`src/rtl/regfile_pkg.sv`:
```
// Shared definitions for the multi-port register file: default geometry,
// scrub FSM state encoding and the byte-lane merge helper.
package regfile_pkg;

   localparam int RF_DATA_W = 32;
   localparam int RF_ADDR_W = 2;
   localparam int RF_NUM_RD = 2;
   // Widest word merge_be handles; callers zero-extend narrower words
   localparam int RF_MAX_W  = 256;

   typedef enum logic {
      RF_IDLE  = 1'b0,
      RF_CLEAR = 1'b1
   } rf_state_e;

   function automatic logic [RF_MAX_W-1:0] merge_be(
      input logic [RF_MAX_W-1:0]   old_v,
      input logic [RF_MAX_W-1:0]   new_v,
      input logic [RF_MAX_W/8-1:0] be
   );
      logic [RF_MAX_W-1:0] res;
      res = old_v;
      for (int i = 0; i < RF_MAX_W/8; i++) begin
         if (be[i]) res[8*i +: 8] = new_v[8*i +: 8];
      end
      return res;
   endfunction

endpackage

```
`src/rtl/regfile_clear_fsm.sv`:
```
// Sequential scrub engine: walks every entry once after a clear request,
// presenting one address per cycle while busy.
module regfile_clear_fsm
   import regfile_pkg::*;
#(
   parameter int ADDR_W = RF_ADDR_W
) (
   input  logic              i_clk,
   input  logic              i_rst,
   input  logic              i_clear_req,
   output logic              o_busy,
   output logic              o_clr_en,
   output logic [ADDR_W-1:0] o_clr_addr
);

   rf_state_e         r_state;
   rf_state_e         w_next_state;
   logic [ADDR_W-1:0] r_ptr;

   always_comb begin
      w_next_state = r_state;
      case (r_state)
         RF_IDLE:  if (i_clear_req) w_next_state = RF_CLEAR;
         // Last entry is cleared on this edge, so leave CLEAR together with it
         RF_CLEAR: if (r_ptr == '1) w_next_state = RF_IDLE;
         default:  w_next_state = RF_IDLE;
      endcase
   end

   always_ff @(posedge i_clk) begin
      if (i_rst) begin
         r_state <= RF_IDLE;
         r_ptr   <= '0;
      end else begin
         r_state <= w_next_state;
         if (r_state == RF_IDLE) r_ptr <= '0;
         else                    r_ptr <= r_ptr + 1'b1;
      end
   end

   assign o_busy     = (r_state == RF_CLEAR);
   assign o_clr_en   = (r_state == RF_CLEAR);
   assign o_clr_addr = r_ptr;

endmodule

```
`src/rtl/regfile_mp.sv`:
```
// Parametrised register file: NUM_RD asynchronous read ports, one byte-enabled
// write port, optional write bypass, optional hardwired-zero entry 0, scrub engine.
module regfile_mp
   import regfile_pkg::*;
#(
   parameter int DATA_W   = RF_DATA_W,  // multiple of 8, below RF_MAX_W
   parameter int ADDR_W   = RF_ADDR_W,
   parameter int NUM_RD   = RF_NUM_RD,  // 1..4
   parameter int BYPASS   = 1,
   parameter int ZERO_REG = 0
) (
   input  logic                     clock,
   input  logic                     reset,
   input  logic                     regwrite,
   input  logic [ADDR_W-1:0]        writereg,
   input  logic [DATA_W-1:0]        writedata,
   input  logic [DATA_W/8-1:0]      write_be,
   input  logic [NUM_RD*ADDR_W-1:0] readreg,
   output logic [NUM_RD*DATA_W-1:0] readdata,
   input  logic                     clear_req,
   output logic                     busy
);

   localparam int DEPTH = 2**ADDR_W;

   logic [DATA_W-1:0]          r_mem [DEPTH];
   logic                       w_busy;
   logic                       w_clr_en;
   logic [ADDR_W-1:0]          w_clr_addr;
   logic                       w_wr_live;
   logic                       w_wr_en;
   logic [DATA_W-1:0]          w_merged;
   logic [RF_MAX_W-DATA_W-1:0] w_unused_merge_hi;

   regfile_clear_fsm #(.ADDR_W(ADDR_W)) u_clear_fsm (
      .i_clk       (clock),
      .i_rst       (reset),
      .i_clear_req (clear_req),
      .o_busy      (w_busy),
      .o_clr_en    (w_clr_en),
      .o_clr_addr  (w_clr_addr)
   );

   assign busy = w_busy;

   assign {w_unused_merge_hi, w_merged} = merge_be(
      {{(RF_MAX_W-DATA_W){1'b0}}, r_mem[writereg]},
      {{(RF_MAX_W-DATA_W){1'b0}}, writedata},
      {{((RF_MAX_W-DATA_W)/8){1'b0}}, write_be});

   // Writes arriving during a scrub are dropped; the producer gates on busy
   assign w_wr_live = regwrite && !w_busy;
   assign w_wr_en   = w_wr_live && !((ZERO_REG != 0) && (writereg == '0));

   always_ff @(posedge clock) begin
      if (reset) begin
         for (int i = 0; i < DEPTH; i++) r_mem[i] <= '0;
      end else if (w_clr_en) begin
         r_mem[w_clr_addr] <= '0;
      end else if (w_wr_en) begin
         r_mem[writereg] <= w_merged;
      end
   end

   for (genvar k = 0; k < NUM_RD; k++) begin : g_rd
      logic [ADDR_W-1:0] w_raddr;
      logic [DATA_W-1:0] w_rdata;

      assign w_raddr = readreg[k*ADDR_W +: ADDR_W];

      // Zero override is applied last so it also masks a bypassed write to entry 0
      always_comb begin
         w_rdata = r_mem[w_raddr];
         if ((BYPASS != 0) && w_wr_live && (w_raddr == writereg)) w_rdata = w_merged;
         if ((ZERO_REG != 0) && (w_raddr == '0)) w_rdata = '0;
      end

      assign readdata[k*DATA_W +: DATA_W] = w_rdata;
   end

endmodule

```
`config.mk`:
```
export PLATFORM = sky130hd
export DESIGN_NAME = regfile_mp
export DESIGN_NICKNAME = d
export VERILOG_FILES = /design/src/rtl/regfile_pkg.sv /design/src/rtl/regfile_clear_fsm.sv /design/src/rtl/regfile_mp.sv
export SDC_FILE = /design/constraint.sdc
export NUM_CORES = 1
export LEC_CHECK = 0
export ABC_AREA = 1
export CORE_MARGIN = 5
export CORE_UTILIZATION = 40
export CTS_CLUSTER_DIAMETER = 150
export DETAILED_ROUTE_END_ITERATION = 16
export DONT_BUFFER_PORTS = 1
export SETUP_SLACK_MARGIN = 0.5
export SYNTH_ARGS = -nofsm -noshare
export SYNTH_HDL_FRONTEND = slang
export SYNTH_SLANG_ARGS = --single-unit
```
`constraint.sdc`:
```
create_clock -name clock -period 4.3 [get_ports clock]
set_input_delay 0.86 -clock clock [delete_from_list [all_inputs] [get_ports clock]]
set_output_delay 0.86 -clock clock [all_outputs]
set_load 0.1 [all_outputs]
```
* Word level (Yosys, flattened, before mapping)
Memory sizes are Yosys's and may differ from the RTL's.
Cells that the tools add are included.
** Cells by class
- Add/sub/neg operators :: 1
- Equal/unequal tests :: 3
- Mux-type cells :: 24
- Bitwise gates (word level) :: 1
- Reductions and logical operators :: 7
** Operators by type and width (number)
- $mux 32 :: 4
- $reduce_or 32->1 :: 2
- $mux 8 :: 4
- $mux 1 :: 13
- $eq 2x2->1 :: 2
- $mux 2 :: 2
- $logic_and 1x1->1 :: 3
- $add 2x1->2 const B :: 1
- $eq 2x2->1 const B :: 1
- $pmux 1 s2 :: 1
- $reduce_or 2->1 :: 1
- $logic_not 1->1 :: 1
- $not 1->1 :: 1
** Word-level totals
- Register bits after elaboration :: 3
- Memory bits (writable) :: 128
- Bits of input ports :: 46
- Output and inout bits :: 65
- Logic and storage cells :: 39
- Memories :: 1
** Memories
- r_mem :: depth 4, bits a word 32, rd ports 3, clocked after Yosys merged registers in 0, write ports 4, RTL line regfile_mp.sv:26 : logic [DATA_W-1:0] r_mem [DEPTH];

* Logic depth before layout (Yosys ltp)
- Depth in word-level cells :: 8
- Depth in mapped cells :: 9
- Mapped depth without buffers :: 7

* Cells and area by module
From an unflattened synthesis, not the netlist that was laid out.
** Second synthesis, totals
- Cells, all modules :: 1336
- Area, all modules :: 9450.3 µm²
** By module, submodules not included
- regfile_mp :: times used 1, cells an instance 1322, area each 9335.2 µm²
- regfile_clear_fsm :: times used 1, cells an instance 14, area each 115.1 µm²

* Worst setup path after synthesis
No wires, ideal clock.
- Path kind :: register to register
- Start point :: reg u_clear_fsm.r_state, in the netlist u_clear_fsm.o_busy
- End point :: mem r_mem[3][0] (netlist bit), enable pin
- Library setup time :: 421 ps
- Data arrival time :: 2866 ps
- Required time :: 3879 ps
- Slack :: 1013 ps
- Stages on the path, launching flop included :: 7
- Buffers on the path :: 0
- Period minus slack after synthesis :: 3287 ps
- Cells stage by stage :: dfxtp_1 inv_1 nand2_1 nor2_2 a21oi_2 o21ai_0 nor2_1
** RTL lines
- start, declared :: RTL line regfile_clear_fsm.sv:16 : rf_state_e r_state;
- start signal, assigned :: RTL line regfile_clear_fsm.sv:35 : r_state <= w_next_state;
- end, declared :: RTL line regfile_mp.sv:26

* Worst setup path in the final report
- Start point :: in regwrite
- End point :: out readdata[9]
** On the way
- Longest elaborated chain between the ends :: 3
** RTL lines
- start, declared :: RTL line regfile_mp.sv:14 : input logic regwrite,
- $logic_and 1x1->1 :: RTL line regfile_mp.sv:52 : assign w_wr_live = regwrite && !w_busy;
- $logic_and 1x1->1 :: RTL line regfile_mp.sv:74 : if ((BYPASS != 0) && w_wr_live && (w_raddr == writereg)) w_rdata = w_merged;
- $mux 32 :: RTL line regfile_mp.sv:74
- end, declared :: RTL line regfile_mp.sv:19 : output logic [NUM_RD*DATA_W-1:0] readdata,
No other way between the ends.

==> out/qor.yml <==
synth_cell_types: 24
cts_max_path_buffers: 2
syn_avg_cell_area_um2: 7.10
reg2reg_slack_ns: 1.48
whs_ns: 0.460
grt_max_degree: 69
path_common_cell: "nand3_1"
ys_ff_latch: 131
min_path_cells: 1
std_cell_rows: 56
worstRegToRegCells: 8
design.portCount: 111
ant_nets: 0
vdd_drop_max_mv: 0.311
seq_area_frac_synth_pct: 41.5
drive_above_1_share_pct: 14.3
cp_top_family: "simple AND/OR/NAND/NOR gates"
synth_area_leaders: "edfxtp_1 (41%), nand2_1 (13%), nand3_1 (8.2%), o21ai_0 (6.9%), a21oi_1 (6.9%)"
crit_slowest_cell: "nor2_4"
synth_top_cell_area_share_pct: 40.8
cp_num_buf_inv: 2
slew_violations: 0
via_per_inst: 5.43
cts_root_buf: "clkbuf_16"
path_max_fanout: 16
start_util_pct: 40.4
wl_um: 30200
gp_congestion: 0.812
die_x_um: 163
cp_data_arrival_time_ns: 2.53
ctsHoldBuffers: 0
grt.overflow.total: 0
grtUsageTotal_pct: 22.8
area_growth_syn_to_layout_pct: 15.9
leakage_nw: 4.99
dp_hpwl_um: 17600
grt_pass1_vias: 8861
synth_edf_count: 128
rr_startpoint: "u_clear_fsm.o_busy"
drc_errors: 0
start_kind: "primary input"
r2r_end: "r_mem[3][18]"
clk_pin_slew_ns: 0.05
tritoncts: "yes"
die_y_um: 163
fillCellCount: 2271
worstSkewPairLatency_ns: 0.42
cts_inserted_buffers: 17
timing.setup.tns_ns: 0
htree_levels: 4
max_freq_ghz: 0.295
ys_warn_count: 0
hold_path.startpoint: "u_clear_fsm.o_clr_addr[0]"
slew_headroom_pct: 17.6
hold_violations: 0
critical_path_required_ns: 3.44
fin_crit_ns: 3.39
max_cap_viol_count: 0
hold_class: "register to register"
diodes: 0
critPathKind: "primary input to output pin"
slowest_delay_ns: 0.63
rsz0062_at_grt: "no"
wire_per_inst_um: 18.1
power.density_nw_per_um2: 407
async_reset_ff_share_pct: 0
cts.sinks: 131
antenna_found_initial: 0
grt_pass1_wl_um: 47700
cp-end-kind: "output pin"
port_buffers: 0
whs_endpoint: "u_clear_fsm.o_clr_addr[0]"
worstPathCellList: "inv_1, nor2_1, nand3_1, nor2_4, nand3_1, nand2_1, buf_12"
dieArea_um2: 26700
fin_nets: 1387
vias: 9071
core-area_um2: 23300
timing.final.crit_share_pct: 78.9
drtIter0Drc: 814
first_pass_iters: 6
syn_inst: 1326
outcome: "finished, final reports clean"
syn_nets: 1373
setup_viol: 0
yosys.area.top_type: "edfxtp_1"
skew_ns: 0.00651
synth_area_um2: 9420
synth_ff_type: "edfxtp_1"
tightest_slew_ns: 1.23
==> synthesized netlist by cell type (4+ instances only) <==
master	count
buf_2	39
a21oi_1	129
o21ai_0	130
nor2_1	100
edfxtp_1	128
inv_1	168
buf_4	10
buf_1	4
or2_2	32
inv_2	8
nand3_1	155
nand3_2	40
clkbuf_1	32
buf_6	5
nand2_1	332
==> metal layers <==
metal  vias up  part of all wire, %  track usage, %
met4         0                  2.1            7.89
met2       400                   48            39.1
met3        60                  8.3            3.46
met5         -                    0               0
li1       4356                    -               -
met1      4255                   41            29.5
==> per-stage QoR <==
stage	std cells	power (W)	setup WS [ns]	cell area (um2)	utilization (%)
final	1670	0.00444	0.906	10900	46.8
after global routing	1670	0.00461	0.723	10900	46.8
after CTS	1670	0.00444	0.584	10900	46.7
after detailed placement	1638	0.00323	0.251	10400	44.6
after global placement	1638	0.00322	0.315	10400	44.6
after floorplan	1326	0.00280	1.01	9420	-
==> final cells by class <==
class                   count  area [um2]  share of cell area (%)
clock buffers              21         440                    4.04
well taps                 319         399                    3.66
inverters                 176         661                    6.06
clock inverters             9        42.5                   0.390
multi-input cells         930        4420                    40.5
flip-flops and latches    131        3900                    35.8
repair buffers             84        1040                    9.57
==> where the power goes <==
part / total (W) / internal, W / switching (W)
clock: 0.00122 / 0.000714 / 0.000504
sequential: 0.00159 / 0.00153 / 0.0000513
combinational: 0.00163 / 0.000421 / 0.00121
==> cells in the final DEF (no fill, tap or decap) <==
cell type   instances
o21bai_1            1
clkinv_2            1
nor2_4              5
nand3_2            40
nor2_2              1
a21oi_1           129
nand2_1           332
nand3_1           155
inv_2               8
dfxtp_1             3
nand2_2             1
clkinvlp_4          2
edfxtp_1          128
xor2_1              2
buf_4              51
nor2_1             99
a21oi_2             1
buf_12             33
ha_1                1
o22ai_2             1
o21ai_0           130
inv_1             168
clkinv_1            6
or2_2              32
clkbuf_1            4
clkbuf_16          17
==> sequential cells by signal (all words and copies together), names as in the netlist <==
name	flops
r_mem	128
u_clear_fsm.o_busy	1
u_clear_fsm.o_clr_addr	2
==> what timing repair did <==
action                     in CTS  in global routing
setup endpoints to repair      32                 16
gates resized for setup         0                  1
setup buffers                   1                  0
pin swaps                       1                  0
cloned                          1                  0
==> how the worst max path moves through the flow <==
stage | start | end | slack [ns] | depth (start not counted)
floorplan | u_clear_fsm.o_busy | r_mem[3][0] | 1.01 | 6
global placement | regwrite | readdata[18] | 0.32 | 8
detailed placement | regwrite | readdata[30] | 0.25 | 8
CTS | regwrite | readdata[3] | 0.58 | 7
global route | regwrite | readdata[15] | 0.72 | 7
finish | regwrite | readdata[9] | 0.91 | 7
==> cells by family (layout without fill, tap and decap cells) <==
group                    count (synthesis)  count (layout)  share of synthesized area, %
AND/OR/NAND/NOR                        664             665                          32.2
buffers and inverters                  266             290                          11.9
AO/OA/AOI/OAI                          262             262                          14.1
flip-flops                             131             131                          41.5
XOR/XNOR                                 2               2                         0.186
adder cells (fa/ha/maj)                  1               1                         0.133
Power figures use the tool's default switching activity.
